===== config.mk =====
export PLATFORM = sky130hd
export DESIGN_NAME = multi_pwm_gen_flat
export DESIGN_NICKNAME = d
export VERILOG_FILES = /design/src/rtl/multi_pwm_gen_pkg.sv /design/src/rtl/multi_pwm_gen_if.sv /design/src/rtl/multi_pwm_gen_channel.sv /design/src/rtl/multi_pwm_gen.sv /design/src/flat_wrapper.sv
export SDC_FILE = /design/constraint.sdc
export NUM_CORES = 1
export LEC_CHECK = 0
export ABC_CLOCK_PERIOD_IN_PS = 4700
export BUFFER_PORTS_ARGS = -buffer_cell sky130_fd_sc_hd__buf_2
export CAP_MARGIN = 20
export CORE_MARGIN = 2
export CORE_UTILIZATION = 55
export DETAILED_ROUTE_END_ITERATION = 8
export GPL_ROUTABILITY_DRIVEN = 0
export PLACE_DENSITY_LB_ADDON = 0.2
export SLEW_MARGIN = 10
export SYNTH_ARGS = -nofsm -noshare
export SYNTH_HDL_FRONTEND = slang
export SYNTH_SLANG_ARGS = --single-unit

===== constraint.sdc =====
create_clock -name clk -period 4.7 [get_ports clk]
set_input_delay 0.705 -clock clk [delete_from_list [all_inputs] [get_ports clk]]
set_output_delay 0.705 -clock clk [all_outputs]
set_load 0.1 [all_outputs]

===== src/rtl/multi_pwm_gen_pkg.sv =====
// pwm_pkg: shared types, default parameters and RPM->duty conversion for
// the multi-channel PWM generator (multi_pwm_gen).
package pwm_pkg;
  localparam int DEF_NUM_CH     = 4;
  localparam int DEF_RPM_W      = 16;
  localparam int DEF_PERIOD     = 100;
  localparam int DEF_RPM_OFFSET = 500;
  localparam int DEF_RPM_SHIFT  = 6;
  localparam int DEF_MAX_DUTY   = 90;
  localparam int DEF_SLEW_STEP  = 4;

  typedef logic [$clog2(DEF_PERIOD+1)-1:0] duty_t;
  typedef logic [DEF_RPM_W-1:0]            rpm_t;

  typedef enum logic [1:0] {IDLE, RUN, STOPPING} pwm_state_e;

  // Zero at or below the offset, otherwise shifted excess clamped to max_duty.
  // Operands are zero-extended RPM values, so the subtraction cannot wrap once
  // r > offset; the clamp happens before the caller narrows to duty width.
  function automatic logic [31:0] rpm_to_duty(input logic [31:0] r,
                                               input logic [31:0] offset,
                                               input int          shift,
                                               input logic [31:0] max_duty);
    logic [31:0] d;
    if (r <= offset) return '0;
    d = (r - offset) >> shift;
    return (d > max_duty) ? max_duty : d;
  endfunction
endpackage


===== src/rtl/multi_pwm_gen_if.sv =====
// multi_pwm_gen_if: RPM-vector load handshake.
//   load_valid  master->slave  new vector offered
//   load_ready  slave->master  block can accept a vector
//   mot_rpm     master->slave  channel i at [i*RPM_W +: RPM_W]
interface multi_pwm_gen_if
  import pwm_pkg::*;
#(
  parameter int NUM_CH = DEF_NUM_CH,
  parameter int RPM_W  = DEF_RPM_W
);
  logic                    load_valid;
  logic                    load_ready;
  logic [NUM_CH*RPM_W-1:0] mot_rpm;

  modport master (output load_valid, output mot_rpm, input  load_ready);
  modport slave  (input  load_valid, input  mot_rpm, output load_ready);
endinterface


===== src/rtl/multi_pwm_gen_channel.sv =====
// pwm_channel: one PWM lane. Holds the active duty, updates it on the apply
// strobe and compares it against the shared period counter.
//   duty_pending in   target duty for this lane
//   apply        in   update strobe (period boundary or IDLE)
//   cnt, running in   shared counter / run state
//   mot_pwm      out  lane output
//   reach        out  target reachable by this apply (always 1 without slew)
// Optional: PWM_SLEW_LIMIT_EN limits each apply to +/-SLEW_STEP counts.
module pwm_channel #(
  parameter int PERIOD    = 100,
  parameter int DUTY_W    = $clog2(PERIOD+1),
  parameter int SLEW_STEP = 4
)(
  input  logic              clk,
  input  logic              reset,
  input  logic [DUTY_W-1:0] duty_pending,
  input  logic              apply,
  input  logic [DUTY_W-1:0] cnt,
  input  logic              running,
  output logic              mot_pwm,
  output logic              reach
);
  logic [DUTY_W-1:0] duty_active;
  logic [DUTY_W-1:0] duty_nxt;

`ifdef PWM_SLEW_LIMIT_EN
  localparam logic [DUTY_W-1:0] STEP = DUTY_W'(SLEW_STEP);

  // Differences instead of active+STEP so the compare cannot overflow.
  always_comb begin
    duty_nxt = duty_pending;
    reach    = 1'b1;
    if (duty_pending > duty_active) begin
      if (duty_pending - duty_active > STEP) begin
        duty_nxt = duty_active + STEP;
        reach    = 1'b0;
      end
    end else if (duty_active - duty_pending > STEP) begin
      duty_nxt = duty_active - STEP;
      reach    = 1'b0;
    end
  end
`else
  always_comb begin
    duty_nxt = duty_pending;
    reach    = 1'b1;
  end
`endif

  always_ff @(posedge clk or posedge reset) begin
    if (reset)      duty_active <= '0;
    else if (apply) duty_active <= duty_nxt;
  end

  assign mot_pwm = running && (cnt < duty_active);
endmodule


===== src/rtl/multi_pwm_gen.sv =====
// multi_pwm_gen: NUM_CH-channel motor PWM generator with one shared period
// counter. RPM vectors arrive over a valid/ready handshake, are converted to
// duty counts and held pending until the next period boundary (or at once in
// IDLE), so outputs never glitch mid-period.
//   clk, reset   clock, async active-high reset
//   enable       1 = run, 0 = stop after the current period
//   load         multi_pwm_gen_if.slave (load_valid/load_ready/mot_rpm)
//   mot_pwm      PWM outputs
//   period_start 1-cycle pulse at cnt==0 in RUN
//   running      FSM in RUN or STOPPING
// Optional: PWM_SLEW_LIMIT_EN (slew-limited duty updates, see pwm_channel).
module multi_pwm_gen
  import pwm_pkg::*;
#(
  parameter int NUM_CH     = DEF_NUM_CH,
  parameter int RPM_W      = DEF_RPM_W,
  parameter int PERIOD     = DEF_PERIOD,
  parameter int RPM_OFFSET = DEF_RPM_OFFSET,
  parameter int RPM_SHIFT  = DEF_RPM_SHIFT,
  parameter int MAX_DUTY   = DEF_MAX_DUTY,
  parameter int SLEW_STEP  = DEF_SLEW_STEP
)(
  input  logic              clk,
  input  logic              reset,
  input  logic              enable,
  multi_pwm_gen_if.slave    load,
  output logic [NUM_CH-1:0] mot_pwm,
  output logic              period_start,
  output logic              running
);
  localparam int DUTY_W = $clog2(PERIOD+1);

  pwm_state_e                    state, state_nxt;
  logic [DUTY_W-1:0]             cnt;
  logic [NUM_CH-1:0][DUTY_W-1:0] duty_pending;
  logic [NUM_CH-1:0][DUTY_W-1:0] duty_conv;
  logic [NUM_CH-1:0]             reach;
  logic                          pend_v;
  logic                          boundary, accept, apply;

  assign running         = (state != IDLE);
  assign boundary        = running && (cnt == DUTY_W'(PERIOD-1));
  assign period_start    = (state == RUN) && (cnt == '0);
  assign load.load_ready = ~pend_v;
  assign accept          = load.load_valid && load.load_ready;
  // In IDLE nothing is on the pins, so a pending vector may land immediately.
  assign apply           = pend_v && ((state == IDLE) || boundary);

  always_comb begin
    for (int i = 0; i < NUM_CH; i++)
      duty_conv[i] = DUTY_W'(rpm_to_duty(32'(load.mot_rpm[i*RPM_W +: RPM_W]),
                                         32'(RPM_OFFSET), RPM_SHIFT,
                                         32'(MAX_DUTY)));
  end

  always_comb begin
    state_nxt = state;
    unique case (state)
      IDLE:     if (enable) state_nxt = RUN;
      RUN:      if (!enable) state_nxt = STOPPING;
      STOPPING: if (enable) state_nxt = RUN;
                else if (boundary) state_nxt = IDLE;
      default:  state_nxt = IDLE;
    endcase
  end

  always_ff @(posedge clk or posedge reset) begin
    if (reset) begin
      state        <= IDLE;
      cnt          <= '0;
      duty_pending <= '0;
      pend_v       <= 1'b0;
    end else begin
      state <= state_nxt;
      if (!running || boundary) cnt <= '0;
      else                      cnt <= cnt + DUTY_W'(1);
      if (accept) duty_pending <= duty_conv;
      // With slew limiting, pend_v holds until every lane has hit its target.
      if (accept)                pend_v <= 1'b1;
      else if (apply && &reach)  pend_v <= 1'b0;
    end
  end

  for (genvar g = 0; g < NUM_CH; g++) begin : g_ch
    pwm_channel #(
      .PERIOD(PERIOD), .DUTY_W(DUTY_W), .SLEW_STEP(SLEW_STEP)
    ) u_ch (
      .clk(clk), .reset(reset),
      .duty_pending(duty_pending[g]), .apply(apply),
      .cnt(cnt), .running(running),
      .mot_pwm(mot_pwm[g]), .reach(reach[g])
    );
  end
endmodule

===== src/flat_wrapper.sv =====
// flat-port wrapper written by rule: the top's interface ports become plain ports
module multi_pwm_gen_flat import pwm_pkg::*;
#(
  parameter int NUM_CH     = DEF_NUM_CH,
  parameter int RPM_W      = DEF_RPM_W,
  parameter int PERIOD     = DEF_PERIOD,
  parameter int RPM_OFFSET = DEF_RPM_OFFSET,
  parameter int RPM_SHIFT  = DEF_RPM_SHIFT,
  parameter int MAX_DUTY   = DEF_MAX_DUTY,
  parameter int SLEW_STEP  = DEF_SLEW_STEP
)
  (clk, reset, enable, mot_pwm, period_start, running, load_load_valid, load_mot_rpm, load_load_ready);
  multi_pwm_gen_if #(.NUM_CH(NUM_CH), .RPM_W(RPM_W)) load_i ();
  input  logic clk;
  input  logic reset;
  input  logic enable;
  output logic [NUM_CH-1:0] mot_pwm;
  output logic period_start;
  output logic running;
  input wire logic [$bits(load_i.load_valid)-1:0] load_load_valid;
  input wire logic [$bits(load_i.mot_rpm)-1:0] load_mot_rpm;
  output wire logic [$bits(load_i.load_ready)-1:0] load_load_ready;
  assign load_i.load_valid = load_load_valid;
  assign load_i.mot_rpm = load_mot_rpm;
  assign load_load_ready = load_i.load_ready;
  multi_pwm_gen #(.NUM_CH(NUM_CH), .RPM_W(RPM_W), .PERIOD(PERIOD), .RPM_OFFSET(RPM_OFFSET), .RPM_SHIFT(RPM_SHIFT), .MAX_DUTY(MAX_DUTY), .SLEW_STEP(SLEW_STEP)) u_core (.clk(clk), .reset(reset), .enable(enable), .load(load_i), .mot_pwm(mot_pwm), .period_start(period_start), .running(running));
endmodule

# Yosys cells after proc, flatten, opt, wreduce, memory -nomap -nowiden

Cells that the tools add are included.

Flip-flop bits (word level): 66
Bits of input ports: 68
Output and inout bits: 7

Add/sub/neg operators: 5
$lt $le $gt $ge: 12
Equality and inequality tests: 6
Mux-type cells: 24
Bitwise operators: 1
Reductions and logical operators: 16

Operators by type and width:

| kind                                                           | count |
|---|---|
| greater-than comparator 26 x 7 -> 1 bit, second input constant | 4 |
| two-way mux 7 bit                                              | 13 |
| subtractor 16 x 9 -> 17 bit, second input constant             | 4 |
| <= comparator 16 x 9 -> 1 bit, second input constant           | 4 |
| less-than comparator 7 bit                                     | 4 |
| logical AND 1 bit                                              | 8 |
| two-way mux 2 bit                                              | 4 |
| adder 7 x 1 -> 7 bit, second input constant                    | 1 |
| == test 7 bit, second input constant                           | 1 |
| zero test 7 bit                                                | 1 |
| two-way mux 1 bit                                              | 6 |
| case mux 2 bit (3 select lines)                                | 1 |
| inequality test 2 bit, second input constant                   | 2 |
| nonzero test 2 bit                                             | 2 |
| inequality test 3 x 2 -> 1 bit, second input constant          | 1 |
| AND reduction 3 bit                                            | 1 |
| == test 2 x 1 -> 1 bit, second input constant                  | 1 |
| == test 2 bit, second input constant                           | 1 |
| zero test 2 bit                                                | 1 |
| logical OR 1 bit                                               | 2 |
| zero test 1 bit                                                | 1 |
| inverter 1 bit                                                 | 1 |

# Depth between registers and ports, before layout

Depth in word-level cells: 6
Gate-level depth with buffers: 7
Depth with buffers taken out: 6

# Cells and area by module

From an unflattened synthesis, not the netlist that was laid out.

Cells, all modules: 456
Area total of the unflattened synthesis: 4121.5 µm²

Modules (own cells, without submodules):

| module        | instances | cells each | area an instance (µm²) | sequential area each (µm²) |
|---|---|---|---|---|
| multi_pwm_gen | 1         | 264        | 2424.8                 | 950.9 |
| pwm_channel   | 4         | 48         | 424.2                  | 175.2 |

# Least setup slack after synthesis

OpenSTA, ideal clock, no wires.

Path type: reg2out
Start: register u_core.cnt[1]
End: output port mot_pwm[1]
Arrival: 1.504 ns
Required time: 3.995 ns
Slack: 2.491 ns
Stages on the path, launching flop included: 7
Path buffers: 1
Path through: dfrtp_1 ha_1 a21o_1 a21oi_1 o21ai_0 a31oi_1 buf_4

Longest elaborated chain between the ends: 2

RTL lines:

| element                    | line                        | source |
|---|---|---|
| from (decl)                | multi_pwm_gen.sv:34         | `logic [DUTY_W-1:0] cnt;` |
| from (signal assigned)     | multi_pwm_gen.sv:76         | `else cnt <= cnt + DUTY_W'(1);` |
| less-than comparator 7 bit | multi_pwm_gen_channel.sv:55 | `assign mot_pwm = running && (cnt < duty_active);` |
| logical AND 1 bit          | multi_pwm_gen_channel.sv:55 |  |
| to (decl)                  | flat_wrapper.sv:17          | `output logic [NUM_CH-1:0] mot_pwm;` |

Every way passes these cells.

# Worst setup path after layout

Ends and elaborated chain as after synthesis.

==> key figures <==
Power
  – IR drop worst, VDD: 0.165 mV
  – Pwr Density: 413 mW/mm^2
  – Leakage power: 2.22 nW
  – Total power: 1.92 mW

Drt
  – Vias per inst: 5.60
  – Drt wl/cell: 14.0 um
  – DRT Wirelength: 8030 um
  – Antenna viol nets, final: 0
  – 1st-pass router iterations: 4
  – Drt initial violations: 130
  – Drt drc: 0
  – Routed via count: 3,216

Die
  – Die extent in y: 89.0 um
  – Starting density of the core: 0.557
  – Io pins: 75
  – Site row count: 31
  – Full die area: 0.00793 sq mm
  – Core ar.: 0.00714 sq mm
  – Die width: 89.0 um

Worst setup path
  – Crit. End Element: primary output
  – Worst Reg-to-Reg Cells: 5
  – Worst reg2reg endpoint: u_core.duty_pending[16]
  – Worst setup SP type: flip-flop
  – Reg-to-reg setup timing slack: 2.57 ns
  – Crit-path max FO: 7
  – Reg2Reg Launch Point: u_core.pend_v
  – Max stage delay on crit path: 0.48 ns
  – Critical path's slowest cell: buf_2
  – Worst EP required: 3.99 ns
  – Buf+Inv Stages, Crit Path: 1
  – WS Path Type: reg -> out
  – Top delay family on crit path: compound AO/OA/AOI/OAI gates
  – Arrival time at the worst endpoint: 2.25 ns
  – CP Cell Sequence: ha_1 -> a21o_1 -> a21oi_1 -> o21ai_0 -> a31oi_1 -> buf_2

Timing
  – Worst clock skew: 0.00565 ns
  – Least-Margin Pin Slew: 1.01 ns
  – Post-route setup TNS: 0 ns
  – Unrepaired setup endpoints after global routing: false
  – Min Tclk post-route: 2.95 ns
  – Final setup fails: 0
  – Hold slack: 0.477 ns
  – Fin crit share: 0.628
  – Fmax achieved: 0.339 GHz
  – Slew Limit Headroom: 0.326
  – Final slew viol count: 0
  – Final hold vios: 0

Clock network
  – CTS root buf: clkbuf_8
  – CTS tree: yes
  – Post-CTS Setup Bufs: 0
  – Post-CTS Resized: 0
  – Clock slew at reported path FFs: 0.07 ns
  – Total clock sinks: 66
  – Total CTS buffers: 9
  – Clock Latency Late Sink: 0.34 ns
  – Post-CTS Hold Buffers: 0
  – CTS Buffer Depth: 2
  – H-tree depth: 3

Global route
  – Maximum number of pins on one net before global-route repair: 67
  – First-pass GRT wire length: 13,700 um
  – Initial antenna violation count: 0
  – Tot GR Track Use: 0.224
  – Congestion Overflow GR: 0
  – Vias in the first global route: 3,130

Layout
  – Ant diodes: 0
  – Share of layout cells above drive strength 1: 0.286
  – Nets: 564
  – Area added between synthesis and finish: 16.9%
  – Final Util: 0.652

Logic synthesis
  – Top cell type's share of synthesized area: 0.415
  – Main synth FF type: dfrtp_1
  – YS warnings: 0
  – EDFF count, synth: 0
  – Yosys top cell by area: dfrtp_1
  – Top post-synthesis cells by count: dfrtp_1, nand2_1, inv_1
  – Sequential area share after synthesis: 0.415
  – Avg Cell Area, Syn: 10.1 sq um
  – Post-Syn Area: 0.00398 sq mm
  – Syn_nets: 489
  – Post-synth ARST share: 1.00
  – Synth unique cells: 61
  – FF+latch count, synth: 66
  – Most frequent cell after synthesis: dfrtp_1
  – Top cells by area, synth: dfrtp_1, mux2_2, ha_1, xnor2_1, nand2_1
  – Post-Syn Instances: 395

Hold path
  – Hold Path Class: reg -> reg
  – Hold path depth: 2
  – Hold wc startpoint: u_core.duty_pending[17]
  – Hold Path End: u_core.duty_pending[17]

Flow run
  – MaxCap Viol Count: 0

Status
  – Outcome: finished clean

Place
  – Detailed Place HPWL: 6080 um
  – Port bufs: 74
==> cell type report <==
cell class / count / area, sq um
Multi-Input combinational cell: 285 / 2130
Sequential cell: 66 / 1650
Tap cell: 99 / 124
Clock inverter: 4 / 72.6
Fill cell: 611 / 2490
Timing Repair Buffer: 76 / 385
Clock buffer: 12 / 165
Inverter: 32 / 120
==> power by group <==
part	total, mW	leakage [nW]	switching (mW)	internal, mW
combinational	0.579	1.30	0.325	0.254
clock	0.555	0.119	0.214	0.341
sequential	0.788	0.805	0.0884	0.699
==> worst max-delay path by stage <==
stage          slack, ns  cells after the start     startpoint            end
6_report            1.75                      6  u_core.cnt[1]     mot_pwm[1]
5_1_grt             1.57                      6  u_core.cnt[1]     mot_pwm[1]
4_1_cts             1.73                      6  u_core.cnt[1]     mot_pwm[1]
3_5_place_dp        2.12                      6  u_core.cnt[1]     mot_pwm[1]
3_3_place_gp        2.18                      6  u_core.cnt[1]     mot_pwm[1]
2_1_floorplan       2.34                      1          reset  u_core.cnt[0]
==> routing by layer <==
metal	GRT usage	wire, um
met5	0	0
met4	0.0977	178
met3	0.0425	299
met2	0.381	3900
met1	0.278	3650
==> sequential cells by signal, summed over array words and instances (netlist names) <==
name,cells
u_core.duty_pending,28
u_core.g_ch.u_ch.duty_active,28
u_core.state,2
u_core.pend_v,1
u_core.cnt,7
==> logic make-up (layout without fill, tap and decap cells) <==
kind of cell,count (synthesis),count (layout),share of synthesized area
buffers and inverters,44,124,0.0488
multiplexers,29,29,0.0821
flip-flops,66,66,0.415
AO/OA/AOI/OAI,95,95,0.177
AND/OR/NAND/NOR,111,111,0.142
XOR/XNOR,24,24,0.0528
adder cells (fa/ha/maj),26,26,0.0818
==> through the flow <==
stage | setup WS, ns | instances | cell area [sq um]
2_1_floorplan | 2.34 | 395 | 3980
3_3_place_gp | 2.18 | 558 | 4410
3_5_place_dp | 2.12 | 558 | 4410
4_1_cts | 1.73 | 574 | 4650
5_1_grt | 1.57 | 574 | 4650
6_report | 1.75 | 574 | 4650
==> layout by cell type (no fill, tap or decap), types with 8 or more instances in the layout <==
cell type	count
a21oi_1	9
a31oi_1	10
buf_2	74
clkbuf_8	12
dfrtp_1	66
ha_1	26
inv_1	31
mux2_2	29
nand2_1	34
nand2b_1	8
nor2_1	20
nor3_1	15
o21ai_0	19
xnor2_1	15
xor2_1	9
==> worst reg2reg max path, delay by kind of cell, from the launching register on <==
family                 cells  cell delay (ns)
buffers and inverters      1             0.33
AND/OR/NAND/NOR            2             0.66
flip-flops                 1             0.43
AO/OA/AOI/OAI              2             0.61
No activity file was read; power rests on OpenSTA's default activity.
